## src/rtl/tcam_route_lookup_if.sv

```systemverilog
// rtl/tcam_route_lookup_if.sv - lookup request/result handshake bundle for tcam_route_lookup
interface tcam_route_lookup_if #(
    parameter int ID_WIDTH     = 4,
    parameter int WEIGHT_WIDTH = 4,
    parameter int ADDR_WIDTH   = 4
);
    logic                    in_valid;
    logic                    in_ready;
    logic [ID_WIDTH-1:0]     in_id;
    logic                    out_valid;
    logic                    out_ready;
    logic                    out_hit;
    logic                    out_multi;
    logic [ADDR_WIDTH-1:0]   out_index;
    logic [ID_WIDTH-1:0]     out_dst;
    logic [WEIGHT_WIDTH-1:0] out_weight;

    modport master (
        output in_valid, in_id, out_ready,
        input  in_ready, out_valid, out_hit, out_multi, out_index, out_dst, out_weight
    );

    modport slave (
        input  in_valid, in_id, out_ready,
        output in_ready, out_valid, out_hit, out_multi, out_index, out_dst, out_weight
    );
endinterface

```

## src/rtl/tcam_route_lookup.sv

```systemverilog
// rtl/tcam_route_lookup.sv - two-stage ternary-match route lookup with lowest-index priority and hit/miss statistics
module tcam_route_lookup #(
    parameter int ID_WIDTH     = 4,
    parameter int WEIGHT_WIDTH = 4,
    parameter int WORDS        = 16,
    parameter int ADDR_WIDTH   = $clog2(WORDS),
    parameter int CNT_WIDTH    = 16
) (
    input  logic                    clk,
    input  logic                    rst,
    tcam_route_lookup_if.slave      lk,
    input  logic                    cfg_we,
    input  logic [ADDR_WIDTH-1:0]   cfg_addr,
    input  logic [ID_WIDTH-1:0]     cfg_key,
    input  logic [ID_WIDTH-1:0]     cfg_mask,
    input  logic [ID_WIDTH-1:0]     cfg_dst,
    input  logic [WEIGHT_WIDTH-1:0] cfg_weight,
    input  logic                    cfg_vld,
    input  logic                    flush,
    input  logic                    cnt_clr,
    output logic [CNT_WIDTH-1:0]    hit_cnt,
    output logic [CNT_WIDTH-1:0]    miss_cnt
);
    logic [ID_WIDTH-1:0]     tbl_key    [WORDS];
    logic [ID_WIDTH-1:0]     tbl_mask   [WORDS];
    logic [ID_WIDTH-1:0]     tbl_dst    [WORDS];
    logic [WEIGHT_WIDTH-1:0] tbl_weight [WORDS];
    logic [WORDS-1:0]        tbl_valid;

    logic                    s1_valid;
    logic [ID_WIDTH-1:0]     s1_id;
    logic                    s1_advance;
    logic                    accept;

    logic [WORDS-1:0]        match;
    logic                    enc_hit;
    logic                    enc_multi;
    logic [ADDR_WIDTH-1:0]   enc_index;
    logic [ID_WIDTH-1:0]     enc_dst;
    logic [WEIGHT_WIDTH-1:0] enc_weight;

    assign s1_advance  = !lk.out_valid || lk.out_ready;
    assign lk.in_ready = !cfg_we && !flush && (!s1_valid || s1_advance);
    assign accept      = lk.in_valid && lk.in_ready;

    // S1 is compared against the live table every cycle, so a stalled request sees later table edits.
    always_comb begin
        match      = '0;
        enc_index  = '0;
        enc_dst    = '0;
        enc_weight = '0;
        for (int i = 0; i < WORDS; i++) begin
            match[i] = tbl_valid[i] && (((s1_id ^ tbl_key[i]) & tbl_mask[i]) == '0);
        end
        enc_hit   = |match;
        enc_multi = (match & (match - WORDS'(1))) != '0;
        for (int i = WORDS - 1; i >= 0; i--) begin
            if (match[i]) begin
                enc_index  = ADDR_WIDTH'(i);
                enc_dst    = tbl_dst[i];
                enc_weight = tbl_weight[i];
            end
        end
    end

    // Flush overrides a same-edge write to the valid bit; other fields still take the write.
    always_ff @(posedge clk or posedge rst) begin
        if (rst) begin
            tbl_valid <= '0;
            for (int i = 0; i < WORDS; i++) begin
                tbl_key[i]    <= '0;
                tbl_mask[i]   <= '0;
                tbl_dst[i]    <= '0;
                tbl_weight[i] <= '0;
            end
        end else begin
            if (cfg_we) begin
                tbl_key[cfg_addr]    <= cfg_key;
                tbl_mask[cfg_addr]   <= cfg_mask;
                tbl_dst[cfg_addr]    <= cfg_dst;
                tbl_weight[cfg_addr] <= cfg_weight;
                tbl_valid[cfg_addr]  <= cfg_vld;
            end
            if (flush) begin
                tbl_valid <= '0;
            end
        end
    end

    always_ff @(posedge clk or posedge rst) begin
        if (rst) begin
            s1_valid <= 1'b0;
            s1_id    <= '0;
        end else if (accept) begin
            s1_valid <= 1'b1;
            s1_id    <= lk.in_id;
        end else if (s1_advance) begin
            s1_valid <= 1'b0;
        end
    end

    always_ff @(posedge clk or posedge rst) begin
        if (rst) begin
            lk.out_valid  <= 1'b0;
            lk.out_hit    <= 1'b0;
            lk.out_multi  <= 1'b0;
            lk.out_index  <= '0;
            lk.out_dst    <= '0;
            lk.out_weight <= '0;
        end else if (s1_advance) begin
            lk.out_valid <= s1_valid;
            if (s1_valid) begin
                lk.out_hit    <= enc_hit;
                lk.out_multi  <= enc_multi;
                lk.out_index  <= enc_index;
                lk.out_dst    <= enc_dst;
                lk.out_weight <= enc_weight;
            end
        end
    end

    always_ff @(posedge clk or posedge rst) begin
        if (rst) begin
            hit_cnt  <= '0;
            miss_cnt <= '0;
        end else if (cnt_clr) begin
            hit_cnt  <= '0;
            miss_cnt <= '0;
        end else if (s1_advance && s1_valid) begin
            if (enc_hit && hit_cnt != '1) begin
                hit_cnt <= hit_cnt + CNT_WIDTH'(1);
            end
            if (!enc_hit && miss_cnt != '1) begin
                miss_cnt <= miss_cnt + CNT_WIDTH'(1);
            end
        end
    end
endmodule

```

## src/flat_wrapper.sv

```systemverilog
// flat-port wrapper written by rule: the top's interface ports become plain ports
module tcam_route_lookup_flat 
#(
    parameter int ID_WIDTH     = 4,
    parameter int WEIGHT_WIDTH = 4,
    parameter int WORDS        = 16,
    parameter int ADDR_WIDTH   = $clog2(WORDS),
    parameter int CNT_WIDTH    = 16
)
  (clk, rst, cfg_we, cfg_addr, cfg_key, cfg_mask, cfg_dst, cfg_weight, cfg_vld, flush, cnt_clr, hit_cnt, miss_cnt, lk_in_valid, lk_in_id, lk_out_ready, lk_in_ready, lk_out_valid, lk_out_hit, lk_out_multi, lk_out_index, lk_out_dst, lk_out_weight);
  tcam_route_lookup_if #(.ID_WIDTH(ID_WIDTH), .WEIGHT_WIDTH(WEIGHT_WIDTH), .ADDR_WIDTH(ADDR_WIDTH)) lk_i ();
  input  logic clk;
  input  logic rst;
  input  logic cfg_we;
  input  logic [ADDR_WIDTH-1:0] cfg_addr;
  input  logic [ID_WIDTH-1:0] cfg_key;
  input  logic [ID_WIDTH-1:0] cfg_mask;
  input  logic [ID_WIDTH-1:0] cfg_dst;
  input  logic [WEIGHT_WIDTH-1:0] cfg_weight;
  input  logic cfg_vld;
  input  logic flush;
  input  logic cnt_clr;
  output logic [CNT_WIDTH-1:0] hit_cnt;
  output logic [CNT_WIDTH-1:0] miss_cnt;
  input wire logic [$bits(lk_i.in_valid)-1:0] lk_in_valid;
  input wire logic [$bits(lk_i.in_id)-1:0] lk_in_id;
  input wire logic [$bits(lk_i.out_ready)-1:0] lk_out_ready;
  output wire logic [$bits(lk_i.in_ready)-1:0] lk_in_ready;
  output wire logic [$bits(lk_i.out_valid)-1:0] lk_out_valid;
  output wire logic [$bits(lk_i.out_hit)-1:0] lk_out_hit;
  output wire logic [$bits(lk_i.out_multi)-1:0] lk_out_multi;
  output wire logic [$bits(lk_i.out_index)-1:0] lk_out_index;
  output wire logic [$bits(lk_i.out_dst)-1:0] lk_out_dst;
  output wire logic [$bits(lk_i.out_weight)-1:0] lk_out_weight;
  assign lk_i.in_valid = lk_in_valid;
  assign lk_i.in_id = lk_in_id;
  assign lk_i.out_ready = lk_out_ready;
  assign lk_in_ready = lk_i.in_ready;
  assign lk_out_valid = lk_i.out_valid;
  assign lk_out_hit = lk_i.out_hit;
  assign lk_out_multi = lk_i.out_multi;
  assign lk_out_index = lk_i.out_index;
  assign lk_out_dst = lk_i.out_dst;
  assign lk_out_weight = lk_i.out_weight;
  tcam_route_lookup #(.ID_WIDTH(ID_WIDTH), .WEIGHT_WIDTH(WEIGHT_WIDTH), .WORDS(WORDS), .ADDR_WIDTH(ADDR_WIDTH), .CNT_WIDTH(CNT_WIDTH)) u_core (.clk(clk), .rst(rst), .lk(lk_i), .cfg_we(cfg_we), .cfg_addr(cfg_addr), .cfg_key(cfg_key), .cfg_mask(cfg_mask), .cfg_dst(cfg_dst), .cfg_weight(cfg_weight), .cfg_vld(cfg_vld), .flush(flush), .cnt_clr(cnt_clr), .hit_cnt(hit_cnt), .miss_cnt(miss_cnt));
endmodule
```

## config.mk

```make
export PLATFORM = sky130hd
export DESIGN_NAME = tcam_route_lookup_flat
export DESIGN_NICKNAME = d
export VERILOG_FILES = /design/src/rtl/tcam_route_lookup_if.sv /design/src/rtl/tcam_route_lookup.sv /design/src/flat_wrapper.sv
export SDC_FILE = /design/constraint.sdc
export NUM_CORES = 1
export LEC_CHECK = 0
export CORE_MARGIN = 10
export CORE_UTILIZATION = 40
export CTS_CLUSTER_DIAMETER = 30
export DETAILED_ROUTE_END_ITERATION = 10
export GPL_ROUTABILITY_DRIVEN = 0
export PLACE_DENSITY = 0.57
export SKIP_CTS_REPAIR_TIMING = 1
export SYNTH_ARGS = -nofsm -noshare
export SYNTH_HDL_FRONTEND = slang
export SYNTH_SLANG_ARGS = --single-unit
```

## constraint.sdc

```tcl
create_clock -name clk -period 15 [get_ports clk]
set_input_delay 3 -clock clk [delete_from_list [all_inputs] [get_ports clk]]
set_output_delay 3 -clock clk [all_outputs]
set_load 0.02 [all_outputs]
```

; Yosys cells after proc, flatten, opt, wreduce, memory -nomap -nowiden
; Index checks and enable logic that the tools add are counted.
[totals]
ff_bits = 324
inputBits = 32
out_inout_bits = 48
elab_cells = 242
[classes]
add_sub_neg = 3
magnitude_cmp = 4
eq_ne = 2
muxes = 67
bitwise = 34
n_reduce_logical = 57
[op_table]
columns = op, count
row1 = $bwmux 64, 4
row2 = $mux 4, 49
row3 = $mux 16, 8
row4 = $and 4x4->4, 16
row5 = $logic_not 4->1, 16
row6 = $xor 4x4->4, 16
row7 = $add 16x1->16 const B, 2
row8 = $ne 16x16->1 const B, 2
row9 = $logic_and 1x1->1, 24
row10 = $and 16x16->16, 1
row11 = $bwmux 16, 1
row12 = $demux 4 s4, 1
row13 = $reduce_bool 16->1, 1
row14 = $reduce_or 16->1, 1
row15 = $sub 16x1->16 const B, 1
row16 = $reduce_bool 2->1, 5
row17 = $reduce_and 2->1, 3
row18 = $ge 5x5->1 const B, 1
row19 = $logic_not 1->1, 5
row20 = $lt 4x5->1 const B, 1
row21 = $lt 5x1->1 const B, 1
row22 = $not 4->5, 1
row23 = $demux 1 s4, 1
row24 = $ge 4x1->1 const B, 1
row25 = other kinds (2), 5

; Longest topological paths before layout
[logic_depth]
word_depth = 20
ltp_mapped = 11
depth_no_buf = 8

; Worst setup path after synthesis
; No wires, ideal clock.
[synth_path]
path_kind = input to output
start = input flush
end = output lk_in_ready
t_arrival_ps = 3782
required_ps = 12000
path_slack_ps = 8218
path_stages = 2
n_path_buf = 1
cell_sequence = clkbuf_1 -> a211oi_1
[synth_via]
elab_chain_len = 3
[synth_lines]
columns = element, line
row1 = "start, declared", flat_wrapper.sv:21  ; input logic flush;
row2 = $logic_not 1->1, tcam_route_lookup.sv:43  ; assign lk.in_ready = !cfg_we && !flush && (!s1_valid || s1_advance);
row3 = $logic_and 1x1->1 (2 in a row), tcam_route_lookup.sv:43
row4 = "end, declared", flat_wrapper.sv:28  ; output wire logic [$bits(lk_i.in_ready)-1:0] lk_in_ready;
; Every way passes these cells.

; Final worst setup path
; Ends and elaborated chain as after synthesis.

==> metrics.md <==
| Metric | Value |
|---|---|
| Status | completed |
| Syn Area/Cell | 12.1 sq um |
| Clock sink count | 324 |
| DRC violations left | 0 |
| CTS Root Cell | clkbuf_16 |
| RSZ-0062 raised after global routing | false |
| Clock latency on the worst-skew pair | 0.57 ns |
| Vias per cell | 5.47 |
| Most crowded layer after global routing | met2 |
| Max-Cap Viols | 0 |
| Hold violation total from the final report | 0 |
| M3 GR Usage | 0.0304 |
| CTS tree | yes |
| Crit-path max FO | 17 |
| Met1 global-route usage | 0.224 |
| Die Wd | 214 um |
| GRT overflow | 0 |
| Sequential share of the synthesized area | 0.540 |
| Cell area after synthesis | 15000 sq um |
| First-pass GRT wire length | 60.8 mm |
| Most frequent cells in the layout | dfrtp_1 (324), mux2_2 (253), clkdlybuf4s50_1 (79), nor2_1 (78), clkbuf_16 (77) |
| Net Count, Synth | 1270 |
| Utilization after layout | 0.510 |
| Flop-to-flop setup slack | 11.07 ns |
| Final WL | 38.3 mm |
| Area Growth Syn to Fin | 25.0% |
| FP Rows | 70 |
| Initial Util | 0.408 |
| M2 GR Usage | 0.276 |
| Multi-input gate area | 6470 sq um |
| Post-synth cell types | 60 |
| Critical Path AT | 4.94 ns |
| Max-slew headroom at the worst pin | 0.164 |
| Vias in the first global route | 10597 |
| Post-synth EDFFs | 0 |
| CP endpoint kind | output pin |
| CTS Buffer Depth | 3 |
| Cts bufs inserted | 75 |
| Vias | 10145 |
| Port-buffer cells | 79 |
| Worst VDD drop | 0.126 mV |
| Synth Register Bits | 324 |
| Fin crit period | 7.94 ns |
| Pre-CTS setup slack | 7.04 ns |
| Total GRT Usage | 0.171 |
| # placed instances | 1718 |
| Post-Layout Cell Count | 1856 |
| Initial antenna violation count | 0 |
| Top-Level Pins | 80 |
| Startpoint Class | input pin |
| Antenna Nets Post-Route | 0 |
| DRT Pass-1 Iters | 7 |
| Setup TNS | 0 ns |
| Slew Viols, Final | 0 |
| P per Cell Area | 169 nW/um^2 |
| DR WL/cell | 20.7 um |
| HPWL after DPL | 23.9 mm |
| Design Area, Final | 18800 sq um |
| Die area | 45700 sq um |
| Clk_skew | 0.0305 ns |
| Synth Instances | 1236 |
| Final WS setup | 7.06 ns |
| Core Area | 36800 sq um |
| Async S/R FF share, synth | 1.00 |
| Leading cell type in the layout, fill and taps excluded | dfrtp_1 |
| Layout cells sized above 1 | 0.294 |
| CTS clk-pin slew, worst paths | 0.04 ns |
| Tcrit/Tclk final | 0.529 |
| Register Area | 8110 sq um |
| Antenna diodes | 0 |
| Area post-placement | 16200 sq um |
| Die height | 214 um |
| Initial DRC Count | 721 |
| # H-tree levels | 3 |
| WP data required | 12.00 ns |
| Setup violations, final | 0 |
| Nets | 1361 |
| Main synth FF type | dfrtp_1 |
| Fill cell count | 3252 |
| Fmax | 126 MHz |
| LEAKAGE | 8.08 nW |
| Worst slew pin tran | 1.25 ns |
| Class of the worst hold path | reg -> reg |
| Largest net degree at the start of global routing | 97 |
| Kind of critical path | in -> out |
| YS warnings | 0 |
cell usage after synthesis (all sizes together), types with 3 or more instances:
master / count / area, sq um
a211oi: 9 / 67.6
a21boi: 9 / 67.6
a21oi: 27 / 135
a221oi: 14 / 123
a222oi: 11 / 110
a22oi: 10 / 75.1
a31oi: 4 / 25.0
and2: 10 / 65.1
and3: 10 / 62.6
and4: 10 / 90.1
buf: 24 / 153
clkbuf: 58 / 218
dfrtp: 324 / 8110
inv: 19 / 71.3
mux2: 253 / 2850
mux2i: 16 / 160
nand2: 65 / 244
nand2b: 9 / 56.3
nand3: 24 / 125
nand3b: 3 / 22.5
nand4: 14 / 87.6
nor2: 79 / 297
nor3: 8 / 40.0
nor4: 13 / 136
o211ai: 3 / 22.5
o21ai: 42 / 210
o221ai: 8 / 70.1
o22a: 7 / 61.3
o22ai: 22 / 138
o31ai: 10 / 75.1
or3: 10 / 62.6
xnor2: 15 / 131
xor2: 73 / 639
cell type report:
class / instances / share of cell area
clock inverter: 35 / 0.0243
inverter: 19 / 0.00420
clock buffer: 103 / 0.115
sequential: 324 / 0.432
multi-input combinational: 811 / 0.345
timing repair buffer: 96 / 0.0489
tap: 468 / 0.0312
worst paths after layout:
check / startpoint / endpoint / cells past startpoint
max in group asynchronous: rst / u_core.s1_id[3] / 3
min in group asynchronous: rst / u_core.tbl_weight[16] / 2
hold / removal: u_core.lk.out_index[3] / u_core.lk.out_index[3] / 2
setup reg to reg: u_core.s1_id[0] / u_core.hit_cnt[7] / 9
setup / recovery: flush / lk_in_ready / 3
hold reg to reg: u_core.lk.out_index[3] / u_core.lk.out_index[3] / 2
registers in the layout, indices dropped and copies added, names as in the netlist:
signal,cells
u_core.miss_cnt,16
u_core.lk.out_index,4
u_core.tbl_dst,64
u_core.tbl_mask,64
u_core.hit_cnt,16
u_core.s1_id,4
u_core.tbl_weight,64
u_core.s1_valid,1
u_core.lk.out_dst,4
u_core.lk.out_weight,4
u_core.tbl_valid,16
u_core.lk.out_multi,1
u_core.lk.out_valid,1
u_core.tbl_key,64
u_core.lk.out_hit,1
power breakdown:
part | internal [mW] | leakage (nW) | switching, mW
clock | 1.15 | 1.27 | 0.499
combinational | 0.201 | 2.75 | 0.172
sequential | 1.05 | 4.05 | 0.0976
total | 2.40 | 8.08 | 0.768
kinds of logic (layout without fill, tap and decap cells):
kind of cell               after synthesis  in the layout  share of synthesized area
DFF                                    324            324                      0.540
AOI/OAI and AO/OA                      190            190                     0.0869
adders and majority gates                2              2                    0.00167
muxes                                  269            269                      0.200
xor gates and xnor gates                88             88                     0.0513
and+or+nand+nor                        262            262                     0.0902
buffers and inverters                  101            253                     0.0294
stage by stage:
step | hold slack [ns] | total power, mW
2_1_floorplan | 0.471 | 1.42
3_3_place_gp | 0.480 | 1.52
3_5_place_dp | 0.487 | 1.54
4_1_cts | 0.497 | 3.21
5_1_grt | 0.506 | 3.31
6_report | 0.492 | 3.17
worst max-delay path, stage by stage:
cell	delay (ns)
clkdlybuf4s50_1	0.80
a211oi_1	0.46
clkdlybuf4s50_1	0.67
metal layers:
layer | part of all wire | wire, um | vias to the layer above
li1 | - | - | 4686
met1 | 0.45 | 17400 | 5168
met2 | 0.48 | 18200 | 218
met3 | 0.043 | 1640 | 73
met4 | 0.026 | 1010 | 0
met5 | 0 | 0 | -
Power figures use the tool's default switching activity.
